File: src/rtl/serial_add_ctrl.sv
// serial_add_ctrl: bit-serial WIDTH-bit adder sequencer around one 1-bit slice
// (two half-adder cells plus a carry flop), LSB first, one bit per clock.
// Optional feature macro: SERIAL_ADD_SUB_EN adds a 'sub' input that turns the
// operation into op_a - op_b (two's complement: inverted op_b, carry-in 1).

// Half-adder cell; two of these plus an OR form the full-adder slice.
module serial_add_ha (
  input  logic a,
  input  logic b,
  output logic s,
  output logic c
);
  assign s = a ^ b;
  assign c = a & b;
endmodule

module serial_add_ctrl #(
  parameter int WIDTH = 8
) (
  input  logic             clk,
  input  logic             rst,
  input  logic             start,
`ifdef SERIAL_ADD_SUB_EN
  input  logic             sub,
`endif
  input  logic [WIDTH-1:0] op_a,
  input  logic [WIDTH-1:0] op_b,
  output logic             busy,
  output logic             done,
  output logic [WIDTH-1:0] result,
  output logic             carry_out
);

  localparam int CW = (WIDTH > 1) ? $clog2(WIDTH) : 1;
  localparam logic [CW-1:0] LAST = CW'(WIDTH - 1);

  typedef enum logic [1:0] {S_IDLE, S_RUN, S_DONE} state_t;

  state_t           state, nstate;
  logic [WIDTH-1:0] a_sh, b_sh, r_sh;
  logic             cin;
  logic [CW-1:0]    cnt;
  logic             last;

  // slice signals
  logic s1, c1, sum, c2, cout;

  // values loaded into the operand regs / carry on an accepted start
  logic [WIDTH-1:0] b_cap;
  logic             cin_cap;

`ifdef SERIAL_ADD_SUB_EN
  // Subtract = add the one's complement of op_b with carry-in 1.
  always_comb begin
    b_cap   = sub ? ~op_b : op_b;
    cin_cap = sub;
  end
`else
  // Add only: operands pass straight through, carry starts clear.
  always_comb begin
    b_cap   = op_b;
    cin_cap = 1'b0;
  end
`endif

  serial_add_ha u_ha1 (.a(a_sh[0]), .b(b_sh[0]), .s(s1),  .c(c1));
  serial_add_ha u_ha2 (.a(s1),      .b(cin),     .s(sum), .c(c2));
  assign cout = c1 | c2;

  // Bit counter holds at WIDTH-1 on the final RUN edge instead of wrapping.
  assign last = (cnt == LAST);

  // State register
  always_ff @(posedge clk or posedge rst) begin
    if (rst) state <= S_IDLE;
    else     state <= nstate;
  end

  // Next-state logic; start is only looked at in IDLE
  always_comb begin
    nstate = state;
    case (state)
      S_IDLE:  if (start) nstate = S_RUN;
      S_RUN:   if (last)  nstate = S_DONE;
      S_DONE:  nstate = S_IDLE;
      default: nstate = S_IDLE;
    endcase
  end

  // Status outputs decoded straight from state so reset clears them at once
  always_comb begin
    busy = (state == S_RUN);
    done = (state == S_DONE);
  end

  // Datapath: capture on start, shift one bit per RUN edge, publish on the last
  always_ff @(posedge clk or posedge rst) begin
    if (rst) begin
      a_sh      <= '0;
      b_sh      <= '0;
      r_sh      <= '0;
      cin       <= 1'b0;
      cnt       <= '0;
      result    <= '0;
      carry_out <= 1'b0;
    end else begin
      case (state)
        S_IDLE: begin
          if (start) begin
            a_sh <= op_a;
            b_sh <= b_cap;
            r_sh <= '0;
            cin  <= cin_cap;
            cnt  <= '0;
          end
        end
        S_RUN: begin
          a_sh <= a_sh >> 1;
          b_sh <= b_sh >> 1;
          r_sh <= {sum, r_sh[WIDTH-1:1]};
          cin  <= cout;
          if (last) begin
            // result stays frozen during RUN; only the completed sum lands here
            result    <= {sum, r_sh[WIDTH-1:1]};
            carry_out <= cout;
          end else begin
            cnt <= cnt + 1'b1;
          end
        end
        default: ;
      endcase
    end
  end

endmodule

File: config.mk
export PLATFORM = sky130hd
export DESIGN_NAME = serial_add_ctrl
export DESIGN_NICKNAME = d
export VERILOG_FILES = /design/src/rtl/serial_add_ctrl.sv
export SDC_FILE = /design/constraint.sdc
export NUM_CORES = 1
export LEC_CHECK = 0
export BUFFER_PORTS_ARGS = -buffer_cell sky130_fd_sc_hd__buf_2
export CAP_MARGIN = 10
export CORE_UTILIZATION = 45
export CTS_CLUSTER_SIZE = 30
export DETAILED_ROUTE_END_ITERATION = 10
export GPL_TIMING_DRIVEN = 0
export HOLD_SLACK_MARGIN = 0.05
export PLACE_DENSITY = 0.66
export SYNTH_ARGS = -nofsm -noshare
export SYNTH_HDL_FRONTEND = slang
export SYNTH_SLANG_ARGS = --single-unit
export TNS_END_PERCENT = 30
File: constraint.sdc
create_clock -name clk -period 2.6 [get_ports clk]
set_clock_uncertainty 0.15 [all_clocks]
set_input_delay 0.52 -clock clk [delete_from_list [all_inputs] [get_ports clk]]
set_output_delay 0.52 -clock clk [all_outputs]
set_load 0.01 [all_outputs]
* Word level (Yosys, flattened, before mapping) *
Cells that the tools add are included.
W data, S select, Z words.

operators by class
  $add $sub $neg = 1
  eq/ne operators = 6
  multiplexer cells = 14
  bitwise operators = 5
  reduce and logical (&&, ||, !) cells = 6

operators with widths
  kind                   count
  $pmux W8 S2            3
  $mux W8                3
  $mux W3                2
  $pmux W3 S2            1
  $reduce_and A2 Y1      3
  $mux W2                2
  $ne A2 B2 Y1 const B   2
  $pmux W2 S2            1
  $add A3 B1 Y3 const B  1
  $eq A3 B3 Y1 const B   1
  $reduce_and A3 Y1      1
  $and A1 B1 Y1          2
  $eq A2 B1 Y1 const B   1
  $eq A2 B2 Y1 const B   1
  $logic_not A2 Y1       1
  $ne A2 B1 Y1 const B   1
  $pmux W1 S2            1
  $reduce_bool A2 Y1     1
  $xor A1 B1 Y1          2
  $mux W1                1
  $or A1 B1 Y1           1

word-level totals
  bits in registers = 39
  bits of input ports = 19
  output and inout port bits = 11
  logic and storage cells = 40

* Depth between registers and ports, before layout *
  word-level depth = 4
  mapped depth = 5
  gate-level depth less buffers = 4

* By module *
A second synthesis with hierarchy kept.

second synthesis, totals
  cells, all modules = 154
  area, all modules = 1905.6 sq um

by module, submodules not included
  module           instances  cells each  area an instance (sq um)  seq. area each (sq um)
  serial_add_ctrl  1          152         1880.6                    950.9
  serial_add_ha    2          1           12.5                      0.0

* Worst setup path before layout *
OpenSTA, ideal clock, no wires.

  path type = register -> register
  start point = register cnt[0]
  end point = register carry_out
  setup time = 0.125 ns
  data arrival time = 1.374 ns
  required time = 2.325 ns
  path slack = 0.951 ns
  cell stages (with the launch flop) = 6
  path buffers = 1
  period minus slack after synthesis = 1.649 ns
  cell sequence = dfrtp_1 > ha_1 > ha_1 > nand3b_1 > buf_6 > mux2_4

between the ends
  word-level cells in the longest chain between the ends = 2

ends and longest elaborated chain
  element                             line  text
  start, declared                     42    logic [CW-1:0] cnt;
  start signal, assigned              127   cnt <= cnt + 1'b1;
  $eq A3 B3 Y1                        71    assign last = (cnt == LAST);
  $reduce_and A2 Y1 (no source line)  --
  end signal, assigned                125   carry_out <= cout;
  end, declared                       31    output logic carry_out

Every way passes these cells.
A chain may end at the register's enable or synchronous reset.

* Worst setup path after layout *
  start point = register state[1]
  end point = output done

between the ends
  word-level cells in the longest chain between the ends = 1

ends and longest elaborated chain
  element                 line  text
  start, declared         39    state_t state, nstate;
  start signal, assigned  76    else state <= nstate;
  $eq A2 B2 Y1            93    done = (state == S_DONE);
  end, declared           29    output logic done,

Every way passes these cells.

==> flow_results.org <==
** STA
- At the pin with the least slew margin, the transition time is 0.792 ns.
- Unrepaired setup endpoints after global routing :: false
- Portion of the clock cycle consumed by the worst path in the final layout :: 0.822
- Hold violation count in the final report :: 0
- Timing-limited maximum frequency :: 468 MHz
- Across all setup checks in the final design, the least slack found is 0.463 ns.
- For the final routed database, the setup TNS stands at 0 ns.
- The smallest clock period supported by the final layout is computed as 2.14 ns.
- Setup violations remaining at the end of the flow were counted as 0.
- Measured against its own limit, the worst slew margin works out to 0.471.
- The count of final max-slew check failures came to 0.

** GRT
- Via count of the first global-routing pass :: 1291
- Maximum number of pins on one net before global-route repair :: 39
- First-pass GRT wire length :: 6150 um
- Total routing resource utilization after global routing :: 0.190
- Number of antenna violations at the first check in global routing :: 0
- Global route overflow :: 0

** Critical path
- Data arrives at the worst endpoint at 1.47 ns.
- For the worst setup path, the data required time is 1.93 ns.
- The worst setup path is launched from a register.
- Of all nets on the critical path, the largest fanout is 10.
- The worst setup path is captured at a primary output.
- Kind of critical path :: register to primary output

** Clock tree
- Post-CTS repair changed the size of 0 cells.
- Insertion delay of the later-clocked pin in the worst-skew pair :: 0.29 ns
- Buffer depth of the longest clock path :: 2
- After clock tree synthesis, the clock-pin slew on the worst setup and hold paths is 0.07 ns.
- The number of clock buffers added by TritonCTS is 5.
- TritonCTS clock tree :: built
- After clock tree synthesis, the flow added hold-fix buffers numbering 0.
- H-tree lvl count :: 2
- Clk sinks :: 38
- The root buffer cell chosen for the clock tree is sky130_fd_sc_hd__clkbuf_8.
- Once the clock tree was built, the setup fixing pass inserted 0 buffers.

** Logic synthesis
- Area of the mapped netlist :: 1890 um2
- Post-Synthesis Mean Instance Area :: 12.8 um2
- Fraction of the mapped netlist area in adder cells :: 0.0238
- Of the post-synthesis cell area, the part taken by muxes is 0.0715.
- Among all flip-flop cells after synthesis, the most frequent one is sky130_fd_sc_hd__dfrtp_1.
- Main combinational cell family by area after synthesis :: simple AND/OR/NAND/NOR gates
- Warnings, synthesis :: 0
- Netlist cell types :: 25
- When the netlist entered floorplanning its net count stood at 170.
- Number of instances in the synthesized netlist :: 148
- Of the total synthesized cell area, the portion taken by XOR and XNOR cells is 0.
- Synthesized flop and latch total :: 38
- Number of enable-type register cells in the synthesized netlist :: 0
- Of the total synthesized cell area, the portion taken by AND, OR, NAND and NOR gates is 0.165.
- Share of the synthesized area in compound gates (AO/OA/AOI/OAI) :: 0.151
- Async set-or-reset flop fraction in the synthesized netlist :: 1.00
- Leading post-synthesis cells by cell area :: sky130_fd_sc_hd__dfrtp_1 50%, sky130_fd_sc_hd__mux2_4 7.2%, sky130_fd_sc_hd__nor4b_1 5.1%
- Proportion of netlist area held by the largest area contributor :: 0.503
- sky130_fd_sc_hd__dfrtp_1 takes more of the synthesized area than any other cell.
- The share of the Yosys chip area taken by registers is 0.503.

** Floorplanning
- Count of boundary I/O pins :: 30
- Die Y-Extent :: 66.8 um
- In this run the core area contains 23 standard-cell rows.
- Die ar. :: 4460 um2
- Die width :: 66.8 um
- Initial core utilization :: 0.469
- Core area :: 4030 um2

** Power
- The share of total power dissipated in the clock network is 0.186.
- Of the total power, registers draw 0.402.
- Total net switching power :: 877 uW
- Switching share of total power :: 0.337
- Pint :: 1720 uW
- P_leak :: 0.00108 uW
- Dividing total power by cell area gives a power density of 1180 nW/um2.
- Proportion of power drawn by combinational gates :: 0.412
- IR analysis of the VDD net gives a maximum drop of 486 uV.

** Placed design
- Placer congestion estimate :: 0.716
- Number of buffer cells added on primary ports :: 29
- Once detailed placement completed, the half-perimeter wirelength came to 2580 um.
- At the placement stage, the worst setup path has a slack of 0.783 ns.

** Hold path
- The worst hold path belongs to the class input pin to asynchronous set/reset pin.

** Final layout
- 0 antenna diodes ended up in the layout.
- Post-layout net count :: 206
- Of the cells placed in the final design, the portion with a size suffix greater than 1 is 0.368.
- Relative to the synthesized area, the layout overhead comes to 16.6%.

** Route
- The detailed router placed 1297 vias in this run.
- The detailed router finished its first iteration with 81 violations.
- Via density per instance :: 5.52
- In the final routed layout, each cell accounts on average for 15.7 um.
- Total routed wirelength :: 3690 um
- Before antenna repair, the detailed router went through 4 iterations.
- After detailed routing, the number of remaining DRC violations is 0.
- Post-detailed-route count of antenna-violating nets :: 0

** Run status
- Result of the run :: completed

** Job
- Maxcap violations :: 0
==> critical path, cell delays in order (launching register included) <==
cell	delay, ns
sky130_fd_sc_hd__dfrtp_1	0.35
sky130_fd_sc_hd__buf_6	0.13
sky130_fd_sc_hd__clkbuf_1	0.38
sky130_fd_sc_hd__nor2b_1	0.19
sky130_fd_sc_hd__buf_2	0.14
==> cell families after synthesis <==
family / count (synthesis)
simple gates: 40
flops: 38
compound gates: 29
buf+inv: 29
mux: 9
fa+ha+maj: 3
==> power by group through the flow <==
| stage | logic, uW | registers, uW | clock network, uW |
|---|---|---|---|
| 2_1_floorplan | 802 | 1050 | 0 |
| 3_3_place_gp | 1030 | 1040 | 0 |
| 3_5_place_dp | 1080 | 1060 | 0 |
| 4_1_cts | 1090 | 1050 | 496 |
| 5_1_grt | 1190 | 1090 | 530 |
| 6_report | 1070 | 1050 | 484 |
==> stage by stage <==
| step | util | instances | power (uW) | cell area [um2] | hold slack, ns |
|---|---|---|---|---|---|
| 2_1_floorplan | - | 148 | 1850 | 1890 | 0.316 |
| 3_3_place_gp | 0.520 | 227 | 2070 | 2100 | 0.338 |
| 3_5_place_dp | 0.520 | 227 | 2140 | 2100 | 0.339 |
| 4_1_cts | 0.547 | 235 | 2630 | 2200 | 0.247 |
| 5_1_grt | 0.547 | 235 | 2810 | 2200 | 0.297 |
| 6_report | 0.547 | 235 | 2600 | 2200 | 0.226 |
==> cells in the mapped netlist, types with 2 or more instances <==
cell type                  count
sky130_fd_sc_hd__nand2b_1      2
sky130_fd_sc_hd__nor4b_1      11
sky130_fd_sc_hd__buf_6         6
sky130_fd_sc_hd__nor4bb_1      2
sky130_fd_sc_hd__nor3b_1       5
sky130_fd_sc_hd__a221oi_2      5
sky130_fd_sc_hd__a211o_1       3
sky130_fd_sc_hd__nor2b_1       2
sky130_fd_sc_hd__nor2_1        9
sky130_fd_sc_hd__nor4b_2       4
sky130_fd_sc_hd__a22o_1       10
sky130_fd_sc_hd__dfrtp_1      38
sky130_fd_sc_hd__buf_2         6
sky130_fd_sc_hd__inv_1        16
sky130_fd_sc_hd__mux2_4        9
sky130_fd_sc_hd__ha_1          2
sky130_fd_sc_hd__a221oi_1      4
sky130_fd_sc_hd__a211oi_1      5
sky130_fd_sc_hd__and3_1        3
==> cells in the final DEF, fill, tap and decap left out, types with 2 or more instances in the layout <==
cell type / n
sky130_fd_sc_hd__dfrtp_1: 38
sky130_fd_sc_hd__buf_2: 35
sky130_fd_sc_hd__inv_1: 15
sky130_fd_sc_hd__nor4b_1: 11
sky130_fd_sc_hd__a22o_1: 10
sky130_fd_sc_hd__nor2_1: 9
sky130_fd_sc_hd__mux2_4: 9
sky130_fd_sc_hd__buf_6: 6
sky130_fd_sc_hd__a221oi_2: 5
sky130_fd_sc_hd__nor3b_1: 5
sky130_fd_sc_hd__a211oi_1: 5
sky130_fd_sc_hd__clkbuf_8: 5
sky130_fd_sc_hd__nor4b_2: 4
sky130_fd_sc_hd__a221oi_1: 4
sky130_fd_sc_hd__clkbuf_1: 3
sky130_fd_sc_hd__and3_1: 3
sky130_fd_sc_hd__a211o_1: 3
sky130_fd_sc_hd__nor4bb_1: 2
sky130_fd_sc_hd__nor2b_1: 2
sky130_fd_sc_hd__nand2b_1: 2
sky130_fd_sc_hd__ha_1: 2
==> flip-flops by register name (all words and copies together) (netlist names) <==
name,flops
cnt,3
r_sh,7
a_sh,8
cin,1
carry_out,1
state,2
b_sh,8
result,8
==> worst paths after layout <==
check                              start         to  slack (ns)  cells after the start
min in group clk                 op_a[7]    a_sh[7]        0.30                      2
max in group asynchronous            rst  result[6]        1.57                      2
worst min register to register   r_sh[1]    r_sh[1]        0.35                      1
worst max-delay path            state[1]       done        0.46                      4
worst min-delay path                 rst     cnt[2]        0.23                      2
worst max register to register    cnt[0]  result[4]        0.85                      5
==> per-layer routing <==
metal / vias up / wire length [um] / GRT usage
li1: 610 / - / -
met1: 641 / 1710 / 0.250
met2: 35 / 1730 / 0.285
met3: 11 / 158 / 0.0582
met4: 0 / 86 / 0.0824
met5: - / 0 / 0
==> area by class of cell <==
class                      count  area, um2
clock inverter                 1       30.0
clock buffer                   7       76.3
multi-input combinational     81        777
sequential                    38        951
inverter                      16       60.1
buffer                        13        101
fill                         377       1830
tap                           50       62.6
timing repair buffer          29        145
Note: power is estimated with default switching activity, not from simulation.
